--- src/rtl/wmul_pkg.sv ---
// rtl/wmul_pkg.sv - tree depth and latency helpers shared by the multiplier and its bench
package wmul_pkg;

  localparam int ROW_LIM_N = 9;
  // Most rows that k levels of 3:2 compression can bring down to two, for k = 0..8.
  localparam logic [ROW_LIM_N-1:0][5:0] ROW_LIM = {
    6'd42, 6'd28, 6'd19, 6'd13, 6'd9, 6'd6, 6'd4, 6'd3, 6'd2
  };

  function automatic int tree_lvl(input int w);
    int lvl;
    lvl = ROW_LIM_N - 1;
    for (int i = ROW_LIM_N - 1; i >= 0; i--) begin
      if (int'(ROW_LIM[i]) >= w) lvl = i;
    end
    return lvl;
  endfunction

  function automatic int lat(input int w);
    return tree_lvl(w) + 2;
  endfunction

  // Live row count after lvls levels: each full group of three becomes two.
  function automatic int rows_after(input int w, input int lvls);
    int n;
    n = w;
    for (int k = 0; k < lvls; k++) n = 2 * (n / 3) + n % 3;
    return n;
  endfunction

endpackage

--- src/rtl/wmul_csa_row.sv ---
// rtl/wmul_csa_row.sv - combinational N-bit 3:2 carry-save compressor row
module wmul_csa_row #(
  parameter int W = 16,
  parameter int N = 2 * W
) (
  input  logic [N-1:0] a,
  input  logic [N-1:0] b,
  input  logic [N-1:0] c,
  output logic [N-1:0] sum,
  output logic [N-1:0] carry
);

  logic [N-1:0] maj;

  assign maj   = (a & b) | (a & c) | (b & c);
  assign sum   = a ^ b ^ c;
  assign carry = maj << 1;

endmodule

--- src/rtl/wallace_mul_pipe.sv ---
// rtl/wallace_mul_pipe.sv - pipelined WxW Wallace multiplier, unsigned/Baugh-Wooley signed, tagged
// Optional 32-bit handshake counter port perf_cnt under WMUL_PERF_CNT_EN.
module wallace_mul_pipe
  import wmul_pkg::*;
#(
  parameter int W     = 16,
  parameter int TAG_W = 4
) (
  input  logic             clk,
  input  logic             rst_n,
  input  logic             in_valid,
  output logic             in_ready,
  input  logic [W-1:0]     in_a,
  input  logic [W-1:0]     in_b,
  input  logic             in_signed,
  input  logic [TAG_W-1:0] in_tag,
  output logic             out_valid,
  input  logic             out_ready,
  output logic [2*W-1:0]   out_p,
  output logic [TAG_W-1:0] out_tag
`ifdef WMUL_PERF_CNT_EN
  ,
  output logic [31:0]      perf_cnt
`endif
);

  localparam int TREE_LVL = tree_lvl(W);
  localparam int LAT      = TREE_LVL + 2;
  localparam int P        = 2 * W;

  logic             adv;
  logic [W-1:0]     a_q, a_d, b_q, b_d;
  logic             sgn_q, sgn_d;
  logic [LAT-1:0]   vld_q, vld_d;
  logic [TAG_W-1:0] tag_q [LAT-1];
  logic [TAG_W-1:0] tag_d [LAT-1];
  logic [TAG_W-1:0] out_tag_q, out_tag_d;
  logic [P-1:0]     out_p_q, out_p_d;
  logic [P-1:0]     sum_c;
  logic [P-1:0]     pp_c    [W];
  logic [P-1:0]     rows_in [TREE_LVL][W];
  logic [P-1:0]     tree_d  [TREE_LVL][W];
  logic [P-1:0]     tree_q  [TREE_LVL][W];

  assign adv       = !(out_valid && !out_ready);
  assign in_ready  = adv;
  assign out_valid = vld_q[LAT-1];
  assign out_p     = out_p_q;
  assign out_tag   = out_tag_q;

  // Baugh-Wooley: MSB cross terms inverted, constant 1s at columns W and 2W-1
  // tucked into the free top bits of rows 0 and W-1 so the tree sees only W rows.
  always_comb begin
    for (int i = 0; i < W; i++) begin
      pp_c[i] = '0;
      for (int j = 0; j < W; j++) begin
        pp_c[i][i+j] = (a_q[j] & b_q[i]) ^ (sgn_q && ((i == W - 1) != (j == W - 1)));
      end
    end
    pp_c[0][W]     = sgn_q;
    pp_c[W-1][P-1] = sgn_q;
  end

  for (genvar l = 0; l < TREE_LVL; l++) begin : g_lvl
    localparam int N_IN  = rows_after(W, l);
    localparam int N_GRP = N_IN / 3;

    for (genvar r = 0; r < W; r++) begin : g_src
      if (l == 0) begin : g_pp
        assign rows_in[l][r] = pp_c[r];
      end else begin : g_reg
        assign rows_in[l][r] = tree_q[l-1][r];
      end
    end

    for (genvar g = 0; g < N_GRP; g++) begin : g_csa
      wmul_csa_row #(.W(W), .N(P)) u_csa (
        .a     (rows_in[l][3*g]),
        .b     (rows_in[l][3*g+1]),
        .c     (rows_in[l][3*g+2]),
        .sum   (tree_d[l][2*g]),
        .carry (tree_d[l][2*g+1])
      );
    end

    // Leftover rows shift down behind the compressor outputs; slots past the end are zero.
    for (genvar j = 2 * N_GRP; j < W; j++) begin : g_pass
      if (j + N_GRP < W) begin : g_mv
        assign tree_d[l][j] = rows_in[l][j+N_GRP];
      end else begin : g_zero
        assign tree_d[l][j] = '0;
      end
    end
  end

  // Only rows 0 and 1 are live at the last level; the rest are constant zero.
  always_comb begin
    sum_c = '0;
    for (int r = 0; r < W; r++) sum_c = sum_c + tree_q[TREE_LVL-1][r];
  end

  always_comb begin
    a_d       = a_q;
    b_d       = b_q;
    sgn_d     = sgn_q;
    vld_d     = vld_q;
    tag_d     = tag_q;
    out_tag_d = out_tag_q;
    out_p_d   = out_p_q;
    if (adv) begin
      vld_d = {vld_q[LAT-2:0], in_valid};
      if (in_valid) begin
        a_d      = in_a;
        b_d      = in_b;
        sgn_d    = in_signed;
        tag_d[0] = in_tag;
      end
      for (int s = 1; s < LAT - 1; s++) begin
        if (vld_q[s-1]) tag_d[s] = tag_q[s-1];
      end
      if (vld_q[LAT-2]) begin
        out_p_d   = sum_c;
        out_tag_d = tag_q[LAT-2];
      end
    end
  end

  always_ff @(posedge clk or negedge rst_n) begin
    if (!rst_n) begin
      vld_q     <= '0;
      out_p_q   <= '0;
      out_tag_q <= '0;
    end else begin
      vld_q     <= vld_d;
      out_p_q   <= out_p_d;
      out_tag_q <= out_tag_d;
    end
  end

  always_ff @(posedge clk) begin
    a_q   <= a_d;
    b_q   <= b_d;
    sgn_q <= sgn_d;
    tag_q <= tag_d;
    if (adv) tree_q <= tree_d;
  end

`ifdef WMUL_PERF_CNT_EN
  logic [31:0] perf_cnt_q, perf_cnt_d;

  always_comb begin
    perf_cnt_d = perf_cnt_q + ((out_valid && out_ready) ? 32'd1 : 32'd0);
  end

  always_ff @(posedge clk or negedge rst_n) begin
    if (!rst_n) perf_cnt_q <= '0;
    else        perf_cnt_q <= perf_cnt_d;
  end

  assign perf_cnt = perf_cnt_q;
`endif

endmodule

--- config.mk ---
export PLATFORM = sky130hd
export DESIGN_NAME = wallace_mul_pipe
export DESIGN_NICKNAME = d
export VERILOG_FILES = /design/src/rtl/wmul_pkg.sv /design/src/rtl/wmul_csa_row.sv /design/src/rtl/wallace_mul_pipe.sv
export SDC_FILE = /design/constraint.sdc
export NUM_CORES = 1
export LEC_CHECK = 0
export CORE_MARGIN = 10
export CORE_UTILIZATION = 55
export DETAILED_ROUTE_END_ITERATION = 12
export PLACE_DENSITY = 0.74
export SLEW_MARGIN = 40
export SYNTH_ARGS = -nofsm -noshare
export SYNTH_HDL_FRONTEND = slang
export SYNTH_HIERARCHICAL = 1
export SYNTH_SLANG_ARGS = --single-unit
--- constraint.sdc ---
create_clock -name clk -period 44.9 [get_ports clk]
set_input_delay 8.98 -clock clk [delete_from_list [all_inputs] [get_ports clk]]
set_output_delay 8.98 -clock clk [all_outputs]
set_load 0.1 [all_outputs]
# --- Word-level counts from Yosys, hierarchy flattened ---
# Cells that the tools add are included.
totals:
  wordCells: 444
  ff_bits: 1131
  out_inout_bits: 38
op_classes:
  n_reduce_logical: 11
  n_addsub: 1
  bitwise_logic: 385
op_table:
  columns: ["operator", "count"]
  rows:
  - ["$or 31x31->31", 28]
  - ["$and 31x31->31", 27]
  - ["$xor 32x32->32", 18]
  - ["$and 1x1->1", 256]
  - ["$and 17x18->18", 2]
  - ["$add 32x32->32", 1]
  - ["$xor 32x18->32", 1]
  - ["$xor 32x21->32", 1]
  - ["$xor 32x24->32", 1]
  - ["$xor 32x27->32", 1]
  - ["$xor 32x30->32", 1]
  - ["$and 28x30->30", 1]
  - ["$and 29x30->30", 1]
  - ["$xor 1x1->1", 30]
  - ["$and 28x29->29", 1]
  - ["$xor 28x29->29", 1]
  - ["$and 25x27->27", 1]
  - ["$and 26x27->27", 1]
  - ["$and 25x26->26", 1]
  - ["$xor 25x26->26", 1]
  - ["$and 22x24->24", 1]
  - ["$and 23x24->24", 1]
  - ["$and 22x23->23", 1]
  - ["$xor 22x23->23", 1]
  - ["10 further kinds", 18]

# --- Longest topological paths before layout ---
# Gate-level depths: netlist of the first run.
logic_depth:
  depth_word: 5
  mapped_depth: 9
  ltp_nobuf: 9

# --- Cells and area by module ---
# The synthesis of the first run kept the hierarchy.
by_module_without_submodules:
  columns: ["module", "seq_area_each_um2", "cells_each", "area_per_inst_um2", "instances"]
  rows:
  - ["wallace_mul_pipe", 34252.9, 1830, 38483.2, 1]
  - ["wmul_csa_row", 0.0, 34, 655.6, 14]

# --- Worst setup path before layout of the first run ---
# OpenSTA, ideal clock, no wires.
synth_timing:
  path_type: "input-to-output"
  startpoint: "input port out_ready"
  endpoint: "output port in_ready"
  arrival_ns: 38.314
  required_time_ns: 35.920
  path_stages: 3
  path_buffers: 2
  slack_ns: -2.394
  path_cell_list: "nand2b_1 -> clkbuf_1 -> clkbuf_1"
synth_between:
  elab_chain_cells: 3
synth_rtl:
  columns: ["item", "line", "text"]
  rows:
  - ["start, declared", "wallace_mul_pipe.sv:18", "input logic out_ready,"]
  - ["$logic_not 1->1", "wallace_mul_pipe.sv:45", "assign adv = !(out_valid && !out_ready);"]
  - ["$logic_and 1x1->1", "wallace_mul_pipe.sv:45", null]
  - ["$logic_not 1->1", "wallace_mul_pipe.sv:45", null]
  - ["end, declared", "wallace_mul_pipe.sv:12", "output logic in_ready,"]
# No other way between the ends.

# --- Worst setup path after layout of the first run ---
# Ends and elaborated chain as after synthesis.

==> results of run 1 <==
[cells in the final DEF (no fill, tap or decap), types with 3 or more instances in the layout]
master              n
xor3_1             14
clkinvlp_4          3
buf_2              38
nand2_1           105
conb_1            268
and2_1            235
xnor2_1            42
nand4_1             7
clkinv_2           15
buf_16              3
nor3_1              4
a211oi_1            3
nor2_1             23
dfrtp_1            44
clkinv_1           35
o311ai_0            3
clkdlybuf4s50_1    39
clkbuf_1           19
inv_6               6
o21bai_1            5
a21o_1             12
inv_1               6
ha_1               31
nand3_1             7
o21ai_0            41
a21oi_1            24
buf_6               3
clkbuf_16         112
buf_4               4
and3_1              3
edfxtp_1         1104
xor2_1             13
a31oi_1             6
bufinv_16          11
mux2_2              7
buf_12              4
fa_1              435
[worst max-delay path, cell delays in order]
cell and delay (ns):
clkdlybuf4s50_1 0.48, nand2b_4 0.33, buf_2 0.51
[synthesized netlist by cell type (2+ instances only)]
cell / n
xor3_1: 14
xor2_1: 13
buf_2: 2
clkbuf_1: 54
conb_1: 15
nand4_1: 7
mux2_2: 7
a21o_1: 12
o21ai_0: 41
xnor2_1: 42
dfrtp_1: 44
nor2_1: 23
o41ai_1: 2
o311ai_0: 3
mux2i_1: 2
a211o_1: 2
a211oi_1: 3
a41oi_1: 2
edfxtp_1: 1104
nand2_1: 106
a22oi_1: 2
a21oi_1: 24
nand2b_1: 3
or3_1: 2
nor3_1: 4
o21a_1: 2
and2_1: 236
o21bai_1: 5
inv_1: 6
a31oi_1: 6
buf_4: 15
ha_1: 31
o31ai_1: 2
fa_1: 435
nand3_1: 7
and3_1: 3
[flip-flops by register name, summed over array words and instances (netlist names)]
| register | cells |
|---|---|
| out_tag | 4 |
| tag_q | 28 |
| tree_q | 64 |
| b_q | 16 |
| vld_q | 8 |
| sgn_q | 1 |
| a_q | 16 |
| out_p | 32 |
| rows_in | 979 |
[kinds of logic after synthesis]
kind of cell    after synthesis
simple gates                398
xor+xnor                     69
flops                      1148
buf+inv                      78
compound gates              123
other cells                  15
fa+ha+maj                   466
mux                           9
[per-stage QoR]
step / power, mW / cell area, µm² / util
after floorplan: 2.85 / 48600 / -
after global placement: 3.04 / 50600 / 0.592
after detailed placement: 3.10 / 50500 / 0.591
after CTS: 4.02 / 54000 / 0.632
after global routing: 4.23 / 54000 / 0.632
final: 3.97 / 54000 / 0.632
[cell type report]
type / instances / area [µm²] / share of cell area
Sequential cell: 1148 / 34300 / 0.634
Multi-Input combinational cell: 1333 / 14000 / 0.259
Clock buffer: 131 / 2870 / 0.0532
Tap cell: 1144 / 1430 / 0.0265
Timing Repair Buffer: 91 / 807 / 0.0149
Clock inverter: 72 / 637 / 0.0118
Inverter: 6 / 22.5 / 0.000417
Antenna cell: 1 / 2.50 / 0.0000463
[routing by layer]
layer / wire length [µm] / vias to the layer above / global-route usage
met5: 0 / - / 0
met1: 32400 / 10400 / 0.215
met3: 3620 / 147 / 0.0291
met2: 38200 / 497 / 0.266
li1: - / 8854 / -
met4: 1730 / 0 / 0.0474
[power groups by stage]
stage / combinational, mW / sequential, mW / clock (mW)
detailed placement: 0.970 / 2.13 / 0
finish: 0.978 / 2.10 / 0.894
global placement: 0.928 / 2.11 / 0
global route: 1.11 / 2.16 / 0.957
CTS: 0.987 / 2.12 / 0.915
floorplan: 0.544 / 2.31 / 0
[final timing paths]
path / start / endpoint / depth (start not counted)
worst max-delay path: out_ready / in_ready / 3
worst min-delay path: rows_in[1834]$_DFFE_PN_ / rows_in[1386]$_DFFE_PN_ / 0
worst max register to register: vld_q[7]$_DFFE_PN0N_ / rows_in[2376]$_DFFE_PN_ / 6
worst min register to register: rows_in[1834]$_DFFE_PN_ / rows_in[1386]$_DFFE_PN_ / 0
max in group asynchronous: rst_n / out_p[0]$_DFFE_PN0P_ / 1
min in group asynchronous: rst_n / out_tag[1]$_DFFE_PN0P_ / 1
==> run summary, run 1 <==
=================================================================================
Status                                                                  completed
Part of the total power dissipated in sequential elements                   0.529
Switching part of the total power                                           0.315
Floorplan die width                                                        314 µm
Worst endpoint data arrival time                                         10.33 ns
Max Cap Viol                                                                    0
Root buffer selected by CTS                                             clkbuf_16
Async set or reset register ratio after synthesis                          0.0383
Cell variety after synth                                                       61
Vias                                                                        19900
Cell type contributing the most total cell area after synthesis          edfxtp_1
Power per standard cell area                                          73.5 nW/µm²
First-pass detailed-route iteration total                                       6
CTS tree                                                                      yes
Category of the worst setup path launch point                        primary input
FMAX                                                                   0.0518 GHz
DR DRC count                                                                    0
Share of synthesized area occupied by flip-flops and latches                0.719
Type of the worst setup path                                               in2out
Gate power share                                                            0.246
Final WL                                                                  76.0 mm
Net switching component of the power                                      1.25 mW
Clk buf depth                                                                   3
Fraction of layout cells with a size suffix above 1                        0.0805
Minimum setup slack after placement                                      25.55 ns
Wire length of the first global-routing pass                               123 mm
Number of endpoints with negative hold slack in the final report                0
Total global-route track usage                                              0.160
Placed cells                                                                 3722
Worst-Margin Slew                                                        0.889 ns
Minimum period implied by the final worst setup slack                    19.31 ns
Clock transition at the registers of the reported paths                   0.06 ns
Number of global-route vias before repair                                   22300
Final period utilization                                                    0.430
Mean post-synth cell area                                                20.7 µm²
Predominant post-synthesis flop cell                                     edfxtp_1
Critical path required time                                              35.92 ns
Multiplexer area fraction after synthesis                                 0.00207
Per-cell via count in the routed design                                      5.08
Cell Rows                                                                     107
Yosys synthesis warning count                                                   6
Adder-cell share of the synthesized area                                    0.191
Synth-to-Final Area Change                                                  13.4%
Post-CTS setup-driven buffer insertion count                                    0
Final estimated routing congestion in global placement                      0.843
Maximum fanout along the worst path                                            13
Post-Synth Simple-Gate Area                                                0.0454
Synth top area cells                                                 edfxtp_1 70%, fa_1 18%, and2_1 3.1%
Number of CTS-inserted buffers                                                110
Initial Utilization                                                         0.557
Max-slew violation count                                                        0
Y dimension of the die                                                     314 µm
Tightest hold margin                                                     0.405 ns
Worst vdd rail ir drop                                                  0.0636 mV
Static power due to leakage                                               20.4 nW
Ports placed on the boundary                                                   79
Setup repair after global routing missed its margin                            no
Kind of path behind the tightest hold check                               reg2reg
Main combinational cell family by area after synthesis                adder cells
Register bit total from synthesis                                            1148
FILL cells                                                                   5632
Hold-fix buffers at CTS                                                         0
Yosys top cell area share                                                   0.696
Clock Sink Count                                                             1148
Total negative slack                                                         0 ns
Max H-tree Level                                                                3
Final Worst Setup Slack                                                  25.59 ns
Int Power                                                                 2.72 mW
Pin count of the biggest net entering global routing                          152
Number of synthesized flops with an enable pin                               1104
Worst rel slew slack                                                        0.407
Number of endpoints failing setup at the final stage                            0
Clock skew                                                              0.0259 ns
Register-to-register path setup slack                                    40.72 ns
Clock share of power                                                        0.225
Antenna violations before repair                                                0
Total congestion overflow                                                       0
Synthesized netlist cell count                                               2306
Core footprint                                                          85500 µm²
Routed Antenna Nets                                                             0
Die area                                                                98800 µm²
Clock latency of the later-clocked register in the worst-skew pair        0.66 ns
Post-synthesis xor/xnor area fraction                                      0.0171
Post-CTS Resized                                                                0
Drt wl/cell                                                               19.4 µm
Count of input and output buffers                                              78
Crit path capture type                                                 output pin
Compound-Gate Fraction of Synth Area                                       0.0174
Detailed router's first-iteration violation count                            1508
Post-layout instance count excluding filler cells                            3926
Post-synthesis instance area                                            47700 µm²
HPWL after detailed placement                                             49.8 mm
Layout Nets                                                                  3197
=================================================================================
No activity file was read; power rests on OpenSTA's default activity.
==> run 2, diff against run 1 <==
==> constraint.sdc (replaced) <==
create_clock -name clk -period 16.15 [get_ports clk]
set_input_delay 3.23 -clock clk [delete_from_list [all_inputs] [get_ports clk]]
set_output_delay 3.23 -clock clk [all_outputs]
set_load 0.1 [all_outputs]
==> run 2 against run 1 <==
Effect of this change: clock skew grew 0.0020 ns; clock-buffer cell count shrank 1; final cell count rose by 0.20%; critical endpoint unchanged; largest cell class unchanged.
==> run summary, run 2 (same netlist as run 1, synthesis figures left out) <==
=================================================================================
Total negative slack                                                         0 ns
Critical path's slowest cell                                                buf_2
Minimum period implied by the final worst setup slack                     8.12 ns
Met3 Use GR                                                                0.0324
Fraction of layout cells with a size suffix above 1                        0.0867
Net switching component of the power                                      3.55 mW
Layout Nets                                                                  3202
Int Power                                                                 7.57 mW
Power per standard cell area                                           206 nW/µm²
Pin count of the biggest net entering global routing                          110
Clk buf depth                                                                   3
Post-CTS setup-driven buffer insertion count                                    0
Clock skew                                                              0.0279 ns
Number of CTS-inserted buffers                                                110
Worst rel slew slack                                                        0.435
Critical path required time                                              12.92 ns
Number of endpoints with negative hold slack in the final report                0
Kind of path behind the tightest hold check                               reg2reg
Max-slew violation count                                                        0
Commonest non-fill, non-tap cells in the layout                      1104 x edfxtp_1, 435 x fa_1, 268 x conb_1, 235 x and2_1, 110 x clkbuf_16
FMAX                                                                    0.123 GHz
FILL cells                                                                   5693
Ports placed on the boundary                                                   79
Switching part of the total power                                           0.320
Count of input and output buffers                                              78
Post-detailed-placement cell area                                       50500 µm²
Vias                                                                        20100
Crit path capture type                                                 output pin
Hold-fix buffers at CTS                                                         0
Worst vdd rail ir drop                                                   0.204 mV
Ant. Diodes                                                                     0
Root buffer selected by CTS                                             clkbuf_16
Synth-to-Final Area Change                                                  13.3%
First-pass detailed-route iteration total                                       7
Final instance area                                                     54000 µm²
Drt wl/cell                                                               19.8 µm
Number of endpoints failing setup at the final stage                            0
Final cell utilization of the core                                          0.631
Clock Sink Count                                                             1148
Die area                                                                98800 µm²
Count of cells along the worst hold path                                        0
Static power due to leakage                                               20.4 nW
Gate power share                                                            0.253
Sink of the worst hold path                                          rows_in[1822]$_DFFE_PN_
Multi-input combinational cell area                                     14000 µm²
Worst endpoint data arrival time                                          4.89 ns
Type of the worst setup path                                               in2out
Area occupied by registers                                              34300 µm²
Global routing usage on met2                                                0.268
Minimum setup slack after placement                                       7.61 ns
Reg2Reg Launch Point                                                 vld_q[7]$_DFFE_PN0N_
Initial Utilization                                                         0.557
RR Endpoint                                                          rows_in[1966]$_DFFE_PN_
Cell Rows                                                                     107
Wire length of the first global-routing pass                               125 mm
Detailed router's first-iteration violation count                            1647
Total congestion overflow                                                       0
Largest delay contributor family on the critical path                buffers and inverters
Final estimated routing congestion in global placement                      0.825
Core footprint                                                          85500 µm²
Total global-route track usage                                              0.163
Max Cap Viol                                                                    0
Hold path start                                                      rows_in[2238]$_DFFE_PN_
Y dimension of the die                                                     314 µm
Worst-Margin Slew                                                        0.847 ns
Routing layer with the top usage in global route                             met2
Final Worst Setup Slack                                                   8.03 ns
Clock transition at the registers of the reported paths                   0.06 ns
Reg2Reg Depth                                                                   7
M1 GR Usage                                                                 0.223
Antenna violations before repair                                                1
Cells along the critical path                                        clkdlybuf4s50_1 > nand2b_4 > buf_2
Final WL                                                                  77.7 mm
CTS tree                                                                      yes
Number of cells on the critical path                                            3
Floorplan die width                                                        314 µm
HPWL after detailed placement                                             51.1 mm
Worst path max stage delay                                                0.57 ns
Post-CTS Resized                                                                0
Part of the total power dissipated in sequential elements                   0.525
Max H-tree Level                                                                3
Category of the worst setup path launch point                        primary input
DR DRC count                                                                    0
Clock share of power                                                        0.222
Register-to-register path setup slack                                    10.96 ns
Number of global-route vias before repair                                   22200
Maximum fanout along the worst path                                            45
Final period utilization                                                    0.503
Per-cell via count in the routed design                                      5.10
Clock latency of the later-clocked register in the worst-skew pair        0.67 ns
Routed Antenna Nets                                                             0
Most common cell after layout, fill and taps aside                       edfxtp_1
Status                                                                  completed
Flip-flop count of the largest register after layout                          979
Setup repair after global routing missed its margin                            no
Buf+Inv Stages, Crit Path                                                       2
=================================================================================
## run 2: stage by stage
| stage | hold slack (ns) | std cells | power [mW] |
|---|---|---|---|
| 2_1_floorplan | 0.400 | 2559 | 7.71 |
| 3_3_place_gp | 0.401 | 3724 | 8.52 |
| 3_5_place_dp | 0.405 | 3726 | 8.69 |
| 4_1_cts | 0.394 | 3933 | 11.2 |
| 5_1_grt | 0.409 | 3934 | 11.8 |
| 6_report | 0.398 | 3934 | 11.1 |
## run 2: how the worst max path moves through the flow
stage               slack [ns]       from                       to
floorplan                 1.72  out_ready                 in_ready
global placement          7.26  out_ready                 in_ready
detailed placement        7.61  out_ready  rows_in[2376]$_DFFE_PN_
CTS                       8.02  out_ready                 in_ready
global route              7.91  out_ready  rows_in[1992]$_DFFE_PN_
finish                    8.03  out_ready                 in_ready
## run 2: cell type report
class,count,area share
inverters,6,0.000417
clock inverters,77,0.0121
well taps,1144,0.0265
clock buffers,130,0.0524
multi-input cells,1333,0.260
repair buffers,96,0.0147
flip-flops and latches,1148,0.634
## run 2: metal layers
layer / up-vias / part of all wire
li1: 8860 / -
met1: 10500 / 0.43
met2: 530 / 0.50
met3: 140 / 0.053
met4: 2 / 0.021
met5: - / 0.00017
## run 2: power by group through the flow
stage	Sequential, mW	Clock, mW	Combinational [mW]
2_1_floorplan	6.20	0	1.51
3_3_place_gp	5.85	0	2.67
3_5_place_dp	5.91	0	2.78
4_1_cts	5.88	2.53	2.82
5_1_grt	5.99	2.65	3.16
6_report	5.84	2.47	2.81
==> run 3, diff against run 2 <==
==> constraint.sdc (replaced) <==
create_clock -name clk -period 7.4 [get_ports clk]
set_input_delay 1.48 -clock clk [delete_from_list [all_inputs] [get_ports clk]]
set_output_delay 1.48 -clock clk [all_outputs]
set_load 0.1 [all_outputs]
==> run 3 against run 2 <==
Effect of this change: final area grew 0.11%; clock-buffer cell count increased by 10; flip-flop and latch count stayed put; combinational power up 120%; worst setup slack worse by 5.0 ns; clock skew decreased by 0.0066 ns; critical path depth unchanged; sequential power rose by 120%; worst hold slack improved by 0.015 ns; non-clock buffer count down 3; utilization grew 0.069 points; clock power grew 120%; critical path type unchanged; largest cell class unchanged.
==> run summary, run 3 (same netlist as run 1, synthesis figures left out) <==
=================================================================================
Status                                                                  completed
Cell Rows                                                                     107
Multi-input combinational cell area                                     14000 µm²
Clock skew                                                              0.0213 ns
Number of CTS-inserted buffers                                                111
Type of the worst setup path                                               in2out
Count of cells along the worst hold path                                        0
Cells along the critical path                                        clkdlybuf4s50_1 > nand2b_4 > buf_4
Global routing usage on met2                                                0.260
Ports placed on the boundary                                                   79
Number of cells on the critical path                                            3
Number of endpoints with negative hold slack in the final report                0
Final WL                                                                  76.5 mm
Detailed router's first-iteration violation count                            1529
Y dimension of the die                                                     314 µm
Final Power                                                               24.3 mW
Count of input and output buffers                                              78
Flip-flop count of the largest register after layout                          979
Routing layer with the top usage in global route                             met2
Setup repair after global routing missed its margin                            no
Number of global-route vias before repair                                   22000
Hold-fix buffers at CTS                                                         0
Routed Antenna Nets                                                             0
CTS tree                                                                      yes
Number of endpoints failing setup at the final stage                            0
Root buffer selected by CTS                                             clkbuf_16
Wire length of the first global-routing pass                               123 mm
Commonest non-fill, non-tap cells in the layout                      1104 x edfxtp_1, 435 x fa_1, 268 x conb_1, 235 x and2_1, 113 x clkbuf_16
Die area                                                                98800 µm²
Buf+Inv Stages, Crit Path                                                       2
Final estimated routing congestion in global placement                      0.813
Critical path's slowest cell                                             nand2b_4
Kind of path behind the tightest hold check                               reg2reg
Clock Sink Count                                                             1148
Max H-tree Level                                                                3
Area occupied by registers                                              34300 µm²
Synth-to-Final Area Change                                                  13.4%
Minimum period implied by the final worst setup slack                     4.39 ns
Floorplan die width                                                        314 µm
Post-CTS Resized                                                                0
M1 GR Usage                                                                 0.223
Clock transition at the registers of the reported paths                   0.06 ns
DR DRC count                                                                    0
Vias                                                                        20000
Layout Nets                                                                  3200
Max-slew violation count                                                        0
Total negative slack                                                         0 ns
Initial Utilization                                                         0.557
Clock latency of the later-clocked register in the worst-skew pair        0.67 ns
Final period utilization                                                    0.594
Pin count of the biggest net entering global routing                          179
Worst path max stage delay                                                0.50 ns
Worst-Margin Slew                                                        0.840 ns
Critical path required time                                               5.92 ns
Drt wl/cell                                                               19.5 µm
HPWL after detailed placement                                             50.1 mm
Post-CTS setup-driven buffer insertion count                                    0
Maximum fanout along the worst path                                            33
Met3 Use GR                                                                0.0273
FILL cells                                                                   5674
Worst endpoint data arrival time                                          2.91 ns
Worst rel slew slack                                                        0.440
Max Cap Viol                                                                    0
First-pass detailed-route iteration total                                       5
Largest delay contributor family on the critical path                buffers and inverters
Core footprint                                                          85500 µm²
Worst vdd rail ir drop                                                   0.454 mV
Crit path capture type                                                 output pin
Most common cell after layout, fill and taps aside                       edfxtp_1
Fraction of layout cells with a size suffix above 1                        0.0822
Per-cell via count in the routed design                                      5.08
Static power due to leakage                                               20.4 nW
Reg2Reg Depth                                                                   9
Antenna violations before repair                                                0
FMAX                                                                    0.228 GHz
Total global-route track usage                                              0.160
Clk buf depth                                                                   3
Power per standard cell area                                           449 nW/µm²
Total congestion overflow                                                       0
Category of the worst setup path launch point                        primary input
=================================================================================
## run 3: changes by cell type in the layout (fill, tap and decap cells not counted), sizes merged
cell    change
bufinv      -3
clkbuf     +10
buf         -3
inv         +1
diode       +1
clkinv      -8
## run 3: metal layers
layer | part of all wire | up-vias
met5 | 0 | -
met4 | 0.022 | 0
met3 | 0.050 | 140
met2 | 0.50 | 505
met1 | 0.43 | 10500
li1 | - | 8864
## run 3: cell type report
cell class / count / area share
multi-input combinational: 1333 / 0.259
clock inverter: 67 / 0.0103
tap: 1144 / 0.0265
inverter: 6 / 0.000417
antenna: 1 / 0.0000463
clock buffer: 140 / 0.0542
timing repair buffer: 93 / 0.0156
sequential: 1148 / 0.634
## run 3: path summary, 6_finish.rpt
kind | slack, ns | from | endpoint
min in group asynchronous | 0.83 | rst_n | out_tag[2]$_DFFE_PN0P_
max in group asynchronous | 6.17 | rst_n | out_p[1]$_DFFE_PN0P_
hold reg to reg | 0.41 | rows_in[2259]$_DFFE_PN_ | rows_in[1843]$_DFFE_PN_
setup reg to reg | 4.55 | tree_q[448]$_DFFE_PN_ | out_p[22]$_DFFE_PN0P_
setup / recovery | 3.01 | out_ready | in_ready
hold / removal | 0.41 | rows_in[2259]$_DFFE_PN_ | rows_in[1843]$_DFFE_PN_
## run 3: report_power, final
part	internal, mW	switching (mW)	total, mW	leakage (nW)
registers	11.2	1.50	12.7	11.7
clock network	3.05	2.31	5.36	1.69
logic	2.26	3.93	6.19	6.96
## run 3: per-stage QoR
stage | std cells | worst slack, ns | utilization | hold WS (ns) | cell area, µm²
after floorplan | 2559 | 1.24 | - | 0.400 | 48600
after global routing | 3931 | 2.95 | 0.632 | 0.417 | 54100
after CTS | 3929 | 3.01 | 0.631 | 0.416 | 54000
after global placement | 3720 | 3.02 | 0.592 | 0.401 | 50600
final | 3932 | 3.01 | 0.632 | 0.413 | 54100
after detailed placement | 3722 | 3.02 | 0.590 | 0.405 | 50500
